==> src/rtl/multicycle_ctrl_pkg.sv <==
// Shared types and opcode constants for the 3BC multi-cycle control unit.
package multicycle_ctrl_pkg;

    localparam logic [3:0] kSTR = 4'b0111;
    localparam logic [3:0] kLDR = 4'b1100;
    localparam logic [3:0] kLDI = 4'b1101;
    localparam logic [3:0] kBR  = 4'b1110;
    localparam logic [3:0] kNOP = 4'b1111;

    typedef enum logic [2:0] {
        IDLE   = 3'd0,
        FETCH  = 3'd1,
        DECODE = 3'd2,
        EXEC   = 3'd3,
        MEM    = 3'd4,
        WB     = 3'd5,
        HALT   = 3'd6
    } ctrl_state_t;

    typedef enum logic [1:0] {
        LD_IMM = 2'b00,
        LD_MEM = 2'b01,
        LD_ALU = 2'b10
    } reg_load_t;

    typedef struct packed {
        logic alu;
        logic ldi;
        logic ldr;
        logic str;
        logic br;
        logic nop;
        logic halt;
    } instr_class_t;

    function automatic logic is_alu_op(input logic [3:0] op);
        return (op <= 4'd6) || ((op >= 4'd8) && (op <= 4'd11));
    endfunction

endpackage

==> src/rtl/multicycle_ctrl_decode.sv <==
// Combinational one-hot classification of the latched instruction register.
module multicycle_ctrl_decode
    import multicycle_ctrl_pkg::*;
#(
    parameter int IW  = 9,
    parameter int OPW = 4
) (
    input  logic [IW-1:0] ir_i,
    output instr_class_t  cls_o
);

    logic [OPW-1:0] opcode_s;
    instr_class_t   cls_s;

    assign opcode_s = ir_i[IW-1 -: OPW];

    // HALT is the all-ones word and takes priority over the NOP opcode class
    always_comb begin
        cls_s = '0;
        if (&ir_i) begin
            cls_s.halt = 1'b1;
        end else begin
            case (opcode_s)
                kSTR:    cls_s.str = 1'b1;
                kLDR:    cls_s.ldr = 1'b1;
                kLDI:    cls_s.ldi = 1'b1;
                kBR:     cls_s.br  = 1'b1;
                kNOP:    cls_s.nop = 1'b1;
                default: cls_s.alu = is_alu_op(opcode_s);
            endcase
        end
    end

    assign cls_o = cls_s;

endmodule

==> src/rtl/multicycle_ctrl.sv <==
// Multi-cycle control FSM for the 3BC processor (FETCH/DECODE/EXEC/MEM/WB).
// Optional performance counters are built when CTRL_PERF_CNT_EN is defined.
module multicycle_ctrl
    import multicycle_ctrl_pkg::*;
#(
    parameter int IW      = 9,
    parameter int OPW     = 4,
    parameter int MEM_LAT = 1,
    parameter int CNT_W   = 16
) (
    input  logic          Clk,
    input  logic          Reset_n,
    input  logic          Start,
    input  logic [IW-1:0] Instruction,
    input  logic          Zero,
    output logic          PcEn,
    output logic          Jump,
    output logic          RegWrEn,
    output logic [1:0]    RegLoadType,
    output logic          MemRdEn,
    output logic          StoreInst,
    output logic          Busy,
    output logic          Ack
`ifdef CTRL_PERF_CNT_EN
    ,
    output logic [CNT_W-1:0] CycleCount,
    output logic [CNT_W-1:0] InstrCount
`endif
);

    localparam int LAT_W = (MEM_LAT > 1) ? $clog2(MEM_LAT) : 1;
    localparam logic [LAT_W-1:0] LAT_LAST = LAT_W'(MEM_LAT - 1);

    if (MEM_LAT < 1) begin : g_bad_mem_lat
        $error("multicycle_ctrl: MEM_LAT must be at least 1");
    end
    if (CNT_W < 1) begin : g_bad_cnt_w
        $error("multicycle_ctrl: CNT_W must be at least 1");
    end

    ctrl_state_t      state_q;
    logic [IW-1:0]    ir_q;
    logic [LAT_W-1:0] lat_q;
    instr_class_t     cls_s;

    logic      pc_en_q;
    logic      br_q;
    logic      reg_wr_q;
    reg_load_t load_q;
    logic      mem_rd_q;
    logic      store_q;
    logic      busy_q;
    logic      ack_q;

    multicycle_ctrl_decode #(
        .IW  (IW),
        .OPW (OPW)
    ) u_ctrl_decode (
        .ir_i  (ir_q),
        .cls_o (cls_s)
    );

    // State sequencing; each output register is loaded with the value for the state being entered
    always_ff @(posedge Clk or negedge Reset_n) begin
        if (!Reset_n) begin
            state_q  <= IDLE;
            ir_q     <= '0;
            lat_q    <= '0;
            pc_en_q  <= 1'b0;
            br_q     <= 1'b0;
            reg_wr_q <= 1'b0;
            load_q   <= LD_ALU;
            mem_rd_q <= 1'b0;
            store_q  <= 1'b0;
            busy_q   <= 1'b0;
            ack_q    <= 1'b0;
        end else begin
            pc_en_q  <= 1'b0;
            br_q     <= 1'b0;
            reg_wr_q <= 1'b0;
            load_q   <= LD_ALU;
            mem_rd_q <= 1'b0;
            store_q  <= 1'b0;
            busy_q   <= 1'b1;
            ack_q    <= 1'b0;
            case (state_q)
                IDLE: begin
                    if (Start) begin
                        state_q <= FETCH;
                    end else begin
                        state_q <= IDLE;
                        busy_q  <= 1'b0;
                    end
                end
                FETCH: begin
                    ir_q    <= Instruction;
                    state_q <= DECODE;
                end
                DECODE: begin
                    lat_q <= '0;
                    if (cls_s.halt) begin
                        state_q <= HALT;
                        busy_q  <= 1'b0;
                        ack_q   <= 1'b1;
                    end else if (cls_s.ldr) begin
                        state_q  <= MEM;
                        mem_rd_q <= 1'b1;
                    end else if (cls_s.str) begin
                        state_q <= MEM;
                        store_q <= 1'b1;
                        pc_en_q <= 1'b1;
                    end else begin
                        state_q  <= EXEC;
                        pc_en_q  <= cls_s.alu | cls_s.ldi | cls_s.br | cls_s.nop;
                        reg_wr_q <= cls_s.alu | cls_s.ldi;
                        load_q   <= cls_s.ldi ? LD_IMM : LD_ALU;
                        br_q     <= cls_s.br;
                    end
                end
                EXEC: begin
                    state_q <= FETCH;
                end
                MEM: begin
                    if (cls_s.ldr && (lat_q != LAT_LAST)) begin
                        state_q  <= MEM;
                        lat_q    <= lat_q + LAT_W'(1);
                        mem_rd_q <= 1'b1;
                    end else if (cls_s.ldr) begin
                        state_q  <= WB;
                        lat_q    <= '0;
                        reg_wr_q <= 1'b1;
                        load_q   <= LD_MEM;
                        pc_en_q  <= 1'b1;
                    end else begin
                        state_q <= FETCH;
                    end
                end
                WB: begin
                    state_q <= FETCH;
                end
                HALT: begin
                    busy_q <= 1'b0;
                    if (Start) begin
                        state_q <= HALT;
                        ack_q   <= 1'b1;
                    end else begin
                        state_q <= IDLE;
                    end
                end
                default: begin
                    state_q <= IDLE;
                    busy_q  <= 1'b0;
                end
            endcase
        end
    end

    // Zero is only valid during the branch's EXEC cycle, so Jump samples it live
    assign Jump        = br_q & Zero;
    assign PcEn        = pc_en_q;
    assign RegWrEn     = reg_wr_q;
    assign RegLoadType = load_q;
    assign MemRdEn     = mem_rd_q;
    assign StoreInst   = store_q;
    assign Busy        = busy_q;
    assign Ack         = ack_q;

`ifdef CTRL_PERF_CNT_EN
    logic [CNT_W-1:0] cycle_cnt_q;
    logic [CNT_W-1:0] cycle_cnt_d;
    logic [CNT_W-1:0] instr_cnt_q;
    logic [CNT_W-1:0] instr_cnt_d;
    logic             start_clr_s;
    logic             halt_entry_s;

    // Saturating counters, cleared when a new program run leaves IDLE
    always_comb begin
        start_clr_s  = (state_q == IDLE) && Start;
        halt_entry_s = (state_q == DECODE) && cls_s.halt;
        cycle_cnt_d  = cycle_cnt_q;
        instr_cnt_d  = instr_cnt_q;
        if (start_clr_s) begin
            cycle_cnt_d = '0;
            instr_cnt_d = '0;
        end else begin
            if (busy_q && !(&cycle_cnt_q)) begin
                cycle_cnt_d = cycle_cnt_q + CNT_W'(1);
            end else begin
                cycle_cnt_d = cycle_cnt_q;
            end
            if ((pc_en_q || halt_entry_s) && !(&instr_cnt_q)) begin
                instr_cnt_d = instr_cnt_q + CNT_W'(1);
            end else begin
                instr_cnt_d = instr_cnt_q;
            end
        end
    end

    // Counter state registers
    always_ff @(posedge Clk or negedge Reset_n) begin
        if (!Reset_n) begin
            cycle_cnt_q <= '0;
            instr_cnt_q <= '0;
        end else begin
            cycle_cnt_q <= cycle_cnt_d;
            instr_cnt_q <= instr_cnt_d;
        end
    end

    assign CycleCount = cycle_cnt_q;
    assign InstrCount = instr_cnt_q;
`endif

endmodule
==> config.mk <==
export PLATFORM = sky130hd
export DESIGN_NAME = multicycle_ctrl
export DESIGN_NICKNAME = d
export VERILOG_FILES = /design/src/rtl/multicycle_ctrl_pkg.sv /design/src/rtl/multicycle_ctrl_decode.sv /design/src/rtl/multicycle_ctrl.sv
export SDC_FILE = /design/constraint.sdc
export NUM_CORES = 1
export LEC_CHECK = 0
export BUFFER_PORTS_ARGS = -buffer_cell sky130_fd_sc_hd__buf_2
export CAP_MARGIN = 20
export CORE_ASPECT_RATIO = 1.4
export CORE_MARGIN = 1
export CORE_UTILIZATION = 51
export DETAILED_ROUTE_END_ITERATION = 7
export PLACE_DENSITY = 0.83
export SLEW_MARGIN = 20
export SYNTH_ARGS = -nofsm -noshare
export SYNTH_HDL_FRONTEND = slang
export SYNTH_SLANG_ARGS = --single-unit
==> constraint.sdc <==
create_clock -name Clk -period 1.75 [get_ports Clk]
set_input_delay 0.175 -clock Clk [delete_from_list [all_inputs] [get_ports Clk]]
set_output_delay 0.175 -clock Clk [all_outputs]
set_load 0.05 [all_outputs]
==> results.sh <==
export IMPL_drv_cap=0
export IMPL_io_pins=22
export IMPL_cts_root_buf="clkbuf_4"
export IMPL_global_route_overflow_total=0
export IMPL_arrival_ns=1.71
export IMPL_fin_crit_ns=1.46
export IMPL_synth_cell_area_um2=967
export IMPL_hold_violations=0
export IMPL_hold_class="input port to flop"
export IMPL_die_x_um=38.8
export IMPL_antenna_cells_inserted=0
export IMPL_path_max_fanout=6
export IMPL_fin_worst_skew_ns=0.0151
export IMPL_max_freq_ghz=0.684
export IMPL_synth_cell_type_count=37
export IMPL_status="complete, no violations"
export IMPL_synth_seq_area_share=0.571
export IMPL_die_h_um=53.5
export IMPL_internal_power_mw=1.22
export IMPL_fp_row_count=18
export IMPL_min_delay_start="Instruction[5]"
export IMPL_cp_required_ns=2.00
export IMPL_slowest_stage="dfrtp_1"
export IMPL_nNetsFinal=117
export IMPL_crit_chain="and4bb_4 -> nand2_2 -> or3_4 -> inv_2 -> a31oi_1"
export IMPL_p_sw_frac=0.368
export IMPL_grt_pass1_vias=638
export IMPL_grt_max_degree=23
export IMPL_drt_wl_total_mm=1.74
export IMPL_dp_cells=118
export IMPL_syn_to_final_growth_pct=19.1
export IMPL_p_switching_uw=707
export IMPL_synth_ff_type="dfrtp_1"
export IMPL_drc=0
export IMPL_viasPerCell=5.45
export IMPL_clk_pin_slew_ns=0.13
export IMPL_synth_edff_count=0
export IMPL_track_usage=0.189
export IMPL_synth_fp_nets=92
export IMPL_die_area_um2=2080
export IMPL_finalSetupTns_ns=0
export IMPL_fin_area_um2=1150
export IMPL_tightest_slew_ns=0.479
export IMPL_place_area_um2=1090
export IMPL_clock_power_share=0.203
export IMPL_drtIter0Drc=6
export IMPL_endpoint_kind="flop"
export IMPL_seqPwrFrac=0.449
export IMPL_critical_path_class="flop to flop"
export IMPL_post_synth_cell_area_avg_um2=12.2
export IMPL_total_power_mw=1.92
export IMPL_drt_wirelength_per_cell_um=14.2
export IMPL_start_util=0.544
export IMPL_rsz0062_at_grt="no"
export IMPL_p_leak_nw=0.559
export IMPL_cts_tree="built"
export IMPL_numCtsBuffers=3
export IMPL_slowest_delay_ns=0.46
export IMPL_syn_inst=79
export IMPL_clk_insertion_delay_late_ns=0.31
export IMPL_post_cts_buffers=0
export IMPL_r2r_start="ir_q[6]"
export IMPL_coreArea_um2=1780
export IMPL_period_share=0.835
export IMPL_dp_hpwl_mm=1.28
export IMPL_antenna_found_initial=0
export IMPL_cts_buffer_depth=2
export IMPL_place_congestion=0.804
export IMPL_numPortBuffers=21
export IMPL_irDropWorstVdd_mv=1.06
export IMPL_ys_warn_count=0
export IMPL_setup_viol=0
export IMPL_crit_path_start="ir_q[6]"
export IMPL_max_slew_margin=0.680
export IMPL_drive_gt1_frac=0.330
export IMPL_htree_num_levels=1
export IMPL_ant_nets=0
export IMPL_vias=670
export IMPL_final_cell_mix="dfrtp_1 (21), buf_2 (21), mux2_1 (8)"
export IMPL_p_per_area_nw_per_um2=1670
export IMPL_clock_sinks=22
export IMPL_slew_viol_final=0
export IMPL_async_flop_share=1.00
export IMPL_pwr_share_comb=0.348
export IMPL_crit_path_start_kind="flop"
export IMPL_grt_pass1_wl_mm=2.69
export IMPL_final_util=0.648
export IMPL_ys_ff_latch=22
export IMPL_first_pass_iters=4
export IMPL_fin_cells=123
[cells in the mapped netlist, types with 2 or more instances]
cell / n / area, um2
nor3b_1: 2 / 15.0
mux2_1: 8 / 90.1
buf_2: 3 / 15.0
and2_1: 3 / 18.8
nand2_1: 3 / 11.3
inv_1: 2 / 7.51
dfrtp_1: 21 / 526
a21oi_1: 2 / 10.0
a31oi_1: 2 / 12.5
nor2_1: 3 / 11.3
nor2b_1: 3 / 18.8
and3_1: 2 / 12.5
[sequential cells by signal, indices dropped and copies added (netlist names)]
name         count
MemRdEn          1
RegLoadType      2
state_q          3
PcEn             1
br_q             1
StoreInst        1
lat_q            1
Busy             1
RegWrEn          1
Ack              1
ir_q             9
[power groups by stage]
| stage | Sequential (mW) | Combinational (mW) | Clock (mW) |
|---|---|---|---|
| floorplan | 0.902 | 0.467 | 0 |
| global placement | 0.848 | 0.649 | 0 |
| detailed placement | 0.869 | 0.671 | 0 |
| CTS | 0.857 | 0.676 | 0.393 |
| global route | 0.890 | 0.729 | 0.415 |
| finish | 0.864 | 0.669 | 0.390 |
[cell families (layout without fill, tap and decap cells)]
kind of cell,count (synthesis),count (layout),share of synthesized area
and+or+nand+nor,27,27,0.190
DFF,22,22,0.571
AOI/OAI and AO/OA,15,15,0.109
muxes,9,9,0.103
buffers and inverters,6,30,0.0272
[layer usage]
layer	track usage	share of wire	wire length, um	vias up
met5	0	0	0	-
met4	0.115	0.0075	13	0
met3	0.0126	0.022	39	2
met2	0.319	0.55	956	14
met1	0.227	0.42	733	324
li1	-	-	-	330
[final cells by class]
cell class	instances	area, um2
Timing Repair Buffer	23	123
Clock buffer	3	22.5
Sequential cell	22	552
Fill cell	134	627
Clock inverter	1	30.0
Tap cell	20	25.0
Inverter	3	11.3
Multi-Input combinational cell	51	389
[path summary, 6_finish.rpt]
kind	to	slack (ns)	cells past startpoint
max	RegLoadType[1]	0.29	5
min	ir_q[5]	0.07	2
max reg2reg	RegLoadType[1]	0.29	5
min reg2reg	ir_q[2]	0.51	1
max in group asynchronous	RegLoadType[1]	1.07	2
min in group asynchronous	br_q	0.33	2
[stage by stage]
| stage | setup slack [ns] | hold slack, ns |
|---|---|---|
| 3_3_place_gp | 0.308 | 0.148 |
| 2_1_floorplan | 0.416 | -0.121 |
| 5_1_grt | 0.228 | 0.0587 |
| 6_report | 0.288 | 0.0657 |
| 3_5_place_dp | 0.296 | 0.161 |
| 4_1_cts | 0.280 | 0.0609 |
[critical path: cells and delay by family (launching register included)]
family                 cells  cell delay (ns)
AO/OA/AOI/OAI              1             0.04
buffers and inverters      1             0.07
flip-flops                 1             0.46
AND/OR/NAND/NOR            3             0.83
[timing repair]
item,4_1_cts,5_1_grt
endpoints found under the hold margin,21,0
hold buffers,1,0
resized for setup,0,0
No activity file was read; power rests on OpenSTA's default activity.
